## config.mk

```make
export PLATFORM = sky130hd
export DESIGN_NAME = uart_tx_sched
export DESIGN_NICKNAME = d
export VERILOG_FILES = /design/src/rtl/uart_tx_sched.sv
export SDC_FILE = /design/constraint.sdc
export NUM_CORES = 1
export LEC_CHECK = 0
export BUFFER_PORTS_ARGS = -buffer_cell sky130_fd_sc_hd__buf_2
export CAP_MARGIN = 20
export CORE_MARGIN = 2
export CORE_UTILIZATION = 47
export DETAILED_ROUTE_END_ITERATION = 12
export GPL_TIMING_DRIVEN = 0
export HOLD_SLACK_MARGIN = 0.15
export PLACE_DENSITY = 0.75
export SYNTH_ARGS = -nofsm -noshare
export SYNTH_HDL_FRONTEND = slang
export SYNTH_SLANG_ARGS = --single-unit
```

## constraint.sdc

```tcl
create_clock -name sys_clk_i -period 4.3 [get_ports sys_clk_i]
set_clock_uncertainty 0.2 [all_clocks]
set_input_delay 1.29 -clock sys_clk_i [delete_from_list [all_inputs] [get_ports sys_clk_i]]
set_output_delay 1.29 -clock sys_clk_i [all_outputs]
set_load 0.01 [all_outputs]
```

## src/rtl/uart_tx_sched.sv

```systemverilog
// Round-robin scheduler that shares one UART transmitter among N_REQ byte
// producers, pacing writes by a fixed gap and optionally locking for packets.
module uart_tx_sched #(
  parameter int N_REQ        = 4,
  parameter int GAP_CYCLES   = 7700,
  parameter int LOCK_TIMEOUT = 4096,
  parameter int CNT_W        = 16
) (
  input  logic               sys_clk_i,
  input  logic               sys_rst_n_i,
  input  logic [N_REQ-1:0]   req_valid_i,
  input  logic [N_REQ-1:0]   req_last_i,
  input  logic [8*N_REQ-1:0] req_data_i,
  output logic [N_REQ-1:0]   req_ready_o,
  output logic               uart_wr_o,
  output logic [7:0]         uart_dat_o,
  output logic [N_REQ-1:0]   grant_o,
  output logic               busy_o
);

  localparam int PTR_W = (N_REQ > 1) ? $clog2(N_REQ) : 1;

  logic [CNT_W-1:0] gap_cnt;
  logic [CNT_W-1:0] to_cnt;
  logic [CNT_W-1:0] to_nxt;
  logic             lock;
  logic [PTR_W-1:0] ptr;

  logic             avail;
  logic             win_found;
  logic [PTR_W-1:0] win_idx;
  logic [PTR_W-1:0] cand;
  logic [PTR_W-1:0] hs_idx;
  logic             hs;
  logic             owner_valid;
  logic [7:0]       hs_data;

  assign avail       = (gap_cnt == '0);
  assign owner_valid = req_valid_i[ptr];
  assign to_nxt      = to_cnt + CNT_W'(1);

  // Round-robin search starting just after the last owner (ptr).
  always_comb begin
    win_found = 1'b0;
    win_idx   = '0;
    cand      = '0;
    for (int k = 1; k <= N_REQ; k++) begin
      cand = PTR_W'((int'(ptr) + k) % N_REQ);
      if (!win_found && req_valid_i[cand]) begin
        win_found = 1'b1;
        win_idx   = cand;
      end
    end
  end

  // Handshake: a byte moves on requester i in any cycle where
  // req_valid_i[i] && req_ready_o[i]. Ready is combinational from valid,
  // at most one bit high, and never depends on a handshake having happened.
  always_comb begin
    req_ready_o = '0;
    if (sys_rst_n_i && avail) begin
      if (lock) req_ready_o[ptr] = owner_valid;
      else if (win_found) req_ready_o[win_idx] = 1'b1;
    end
  end

  assign hs_idx  = lock ? ptr : win_idx;
  assign hs      = |req_ready_o;
  assign hs_data = req_data_i[{hs_idx, 3'b000} +: 8];

  always_ff @(posedge sys_clk_i or negedge sys_rst_n_i) begin
    if (!sys_rst_n_i) begin
      uart_wr_o  <= 1'b0;
      uart_dat_o <= '0;
      grant_o    <= '0;
      gap_cnt    <= '0;
      to_cnt     <= '0;
      lock       <= 1'b0;
      ptr        <= PTR_W'(N_REQ - 1);
    end else begin
      uart_wr_o <= hs;
      if (hs) begin
        uart_dat_o <= hs_data;
        gap_cnt    <= CNT_W'(GAP_CYCLES - 1);
        grant_o    <= req_ready_o;
        ptr        <= hs_idx;
        lock       <= ~req_last_i[hs_idx];
        to_cnt     <= '0;
      end else begin
        if (gap_cnt != '0) gap_cnt <= gap_cnt - CNT_W'(1);
        // Timeout only counts open slots the owner leaves unused.
        if (!lock || owner_valid) begin
          to_cnt <= '0;
        end else if (avail && (LOCK_TIMEOUT != 0)) begin
          if (to_nxt == CNT_W'(LOCK_TIMEOUT)) begin
            lock   <= 1'b0;
            to_cnt <= '0;
          end else begin
            to_cnt <= to_nxt;
          end
        end
      end
    end
  end

  assign busy_o = (gap_cnt != '0) | lock;

endmodule

```

==> results.md <==
- Post-synth EDFFs: 0
- Crit start category: input port
- Crit share post-route: 105.7%
- Crit Path Class: in2out
- Hold Fails Final Rpt: 0
- Critical Path Sink Type: output pin
- Slew margin rel.: 48.17%
- Synth unique cells: 64
- Synthesis-stage register bit count: 48
- Final global-route overflow total: 0
- # rows: 30
- Yosys warnings: 0
- Worst Slack Setup Final: -0.2457 ns
- FFs w/ async S/R, synth: 100.0%
- Vias in the first global route: 2,654
- Top-level I/O count: 60
- Placed cells: 470
- Die Ht: 86.94 microns
- Power Internal: 782.2 uW
- Syn nets: 381
- Initial antenna violation count: 0
- Clock transition at the registers of the reported paths: 0.09 ns
- Seq/Total Area, Yosys: 37.23%
- TritonCTS clock tree: yes
- TritonRoute pass-1 iters: 6
- Initial DRC Count: 101
- Final standard cell area without fillers: around 0.0041 sq mm
- Clock Power Share: ~32%
- Vias per std cell: 5.723
- Net load switching power: 294.8 uW
- Drc violations: 0
- Net Sw Frac: 27.37%
- CP max stage cell: a221o_1
- Clock Tree Root: clkbuf_8
- Reg2reg path depth: 10
- Worst hold start: grant_o[1]
- Failing checks: negative setup slack
- Peak VDD IR: 114.9 uV
- Syn Std Cell Area: 0.003233 sq mm
- Avg Inst Size Synth: 9.768 sq um
- Combinational share of power: 23.9%
- Mapped Cells: 331
- R2r startpoint: ptr[0]
- DP HPWL: 5145 microns
- Crit path required time: 2.81 ns
- GPL Wtd Cong: 0.8885
- Yosys top cell by area: dfrtp_1
- Class of the worst hold path: reg2reg
- Delay-heaviest family, CP: compound AO/OA/AOI/OAI gates
- Seq pwr share: a little over two fifths
- Fin Hold WS: 0.2764 ns
- Clock Tree Buf Depth: 2
- Max Cap Violations: 0
- CP arrival: 3.06 ns
- CP bufs+invs: 2
- Post-layout util: 60.61%
- Initial core utilization: 48.12%
- CP peak stage delay: 0.34 ns
- Largest cells by area after synthesis: dfrtp_1 36%, mux2i_1 10%, xnor2_1 4.1%, mux2_4 3.7%, nand2_1 3.7%
- PnR Total Power: 1.077 mW
- CTS buffer count: 5
- Insertion delay to the later sink of the worst-skew pair: just over 0.3 ns
- Pwr/cell area: about 260 mW/mm^2
- Core area: 0.006719 sq mm
- # port buffers: 58
- Max Slew Vio Count: 0
- Final nets: 460
- Reg2Reg Setup Slack: between 0.8 and 0.9 ns
- Minimum clock period: 4.546 ns
- Largest net degree at the start of global routing: 33
- DIE WIDTH: between 80 and 90 microns
- Routed WL: 7368 microns
- Area delta synth->final: 25.97%
- Die ar.: 0.007559 sq mm
- Antenna violation net count after detailed routing: 0
- R2R Path End: uart_dat_o[5]
- Worst Hold End: grant_o[1]
- H-tree Lvls: 2
- Layout Cells excl Fill: 491
- GRT Total Usage: about 20%
- Routed len/inst: 15.01 microns
- First-pass GRT wire length: ~12,000 microns
- Max Clk Rate: roughly 0.22 GHz
- Leak pwr: 1.827 nW
- CP max FO: 3
- Predominant post-synthesis flop cell: dfrtp_1
- Status: finished, violations left
- Vias post-DR: 2,810
- Final setup viols: 4
- Clock Sinks: 48
- Layout cell share with drive strength beyond 1: 33.58%
- WHS Path Cells: 1
- Post-CTS Hold Buffers: 0
- Worst Max-Slew Pin Slew: 0.7666 ns
- Synth top area share: 35.60%
- Dpl cell area: roughly 0.0037 sq mm
- Unrepaired setup endpoints after global routing: true
- Antenna cells: 0
- Critical path, cell by cell: buf_8 -> or2_0 -> a221o_1 -> a221oi_2 -> a21boi_4 -> a32oi_4 -> nor3b_2 -> buf_2
-- synth_stat cells, types with 2 or more instances --
| cell type | count |
|---|---|
| nor3_1 | 8 |
| nand4b_1 | 3 |
| nor4_1 | 8 |
| a21oi_1 | 7 |
| dfrtp_1 | 46 |
| mux2i_1 | 33 |
| a221o_1 | 3 |
| nand3_1 | 9 |
| clkbuf_1 | 3 |
| nor2_1 | 29 |
| buf_4 | 2 |
| a21o_1 | 5 |
| or4_1 | 2 |
| nor3_2 | 2 |
| ha_1 | 8 |
| nor4b_1 | 2 |
| or3_1 | 5 |
| nand2_1 | 32 |
| nand4_1 | 8 |
| dfstp_2 | 2 |
| buf_2 | 7 |
| xnor2_1 | 15 |
| mux2_4 | 8 |
| inv_1 | 11 |
| nand2b_1 | 6 |
| buf_6 | 3 |
| o221ai_1 | 2 |
| or2_2 | 4 |
| a31oi_1 | 3 |
| nor2b_1 | 3 |
| mux2_2 | 2 |
| a211oi_2 | 2 |
| nor3b_1 | 2 |
| o21ai_0 | 6 |
| o21a_1 | 2 |
| xor2_1 | 10 |
-- per-layer routing --
layer / track usage, % / routed length, microns
met3: 3.507 / 331
met4: 5.256 / 96
met5: 0 / 0
met2: 33.93 / 3677
met1: 25.45 / 3262
-- registers in the layout (all words and copies together) (netlist names) --
name	count
gap_cnt	16
grant_o	4
lock	1
ptr	2
to_cnt	16
uart_dat_o	8
uart_wr_o	1
-- cell type report --
type / instances / area [sq um]
fillers: 549 / 2646
multi-input cells: 254 / 2031
flip-flops and latches: 48 / 1204
repair buffers: 73 / 455.4
plain buffers: 16 / 116.4
well taps: 80 / 100.1
clock buffers: 6 / 82.58
inverters: 12 / 45.04
clock inverters: 2 / 38.79
-- placed cells by master (no fill, tap or decap), types with 7 or more instances in the layout --
master	synthesis	final
dfrtp_1	46	46
xnor2_1	15	15
mux2_4	8	8
nor3_1	8	8
nand2_1	32	32
nand4_1	8	8
buf_6	3	7
inv_1	11	11
nor4_1	8	7
mux2i_1	33	31
buf_2	7	59
nand3_1	9	9
nor2_1	29	28
xor2_1	10	10
buf_4	2	14
ha_1	8	7
-- per-stage QoR --
stage / TNS, ns / worst slack [ns]
floorplan: -0.04395 / -0.02480
global placement: -1.313 / -0.3754
detailed placement: -1.243 / -0.4272
CTS: -0.8059 / -0.2461
global route: -0.9803 / -0.3150
finish: -0.7378 / -0.2457
-- cell families (layout without fill, tap and decap cells) --
group                      Yosys count  after routing  share of synthesized area (%)
muxes                               44             44                          15.33
DFF                                 48             48                          37.23
buffers and inverters               29            109                          4.605
AOI/OAI and AO/OA                   45             45                          11.07
and+or+nand+nor                    132            132                          21.90
xor gates and xnor gates            25             25                          6.772
adders and majority gates            8              8                          3.096
-- worst register-to-register path, delay by kind of cell, from the launching register on --
kind	cells	cell delay (ns)
AOI/OAI and AO/OA	5	1.37
DFF	1	0.62
buffers and inverters	3	0.53
muxes	1	0.32
adders and majority gates	1	0.30
-- timing repair --
| item | 4_1_cts | 5_1_grt |
|---|---|---|
| endpoints found under the setup margin | 4 | 4 |
| cloned | 0 | 0 |
| pin swaps | 9 | 11 |
| hold endpoints to repair | 0 | 0 |
| resized for setup | 11 | 27 |
| buffers inserted | 7 | 7 |
-- power groups by stage --
stage	Sequential, mW	Clock, mW	Combinational [mW]
2_1_floorplan	0.484	0	0.141
3_3_place_gp	0.479	0	0.206
3_5_place_dp	0.480	0	0.212
4_1_cts	0.471	0.356	0.229
5_1_grt	0.473	0.373	0.280
6_report	0.471	0.348	0.258
-- worst max-delay path by stage --
stage | startpoint | to | slack [ns] | cells past startpoint
after detailed placement | req_valid_i[2] | req_ready_o[0] | -0.43 | 9
after global placement | req_valid_i[2] | req_ready_o[2] | -0.38 | 9
final | req_valid_i[1] | req_ready_o[2] | -0.25 | 8
after global routing | req_valid_i[1] | req_ready_o[2] | -0.32 | 8
after CTS | req_valid_i[1] | req_ready_o[2] | -0.25 | 8
after floorplan | req_valid_i[1] | req_ready_o[2] | -0.02 | 7
(Power assumes the default switching activity.)
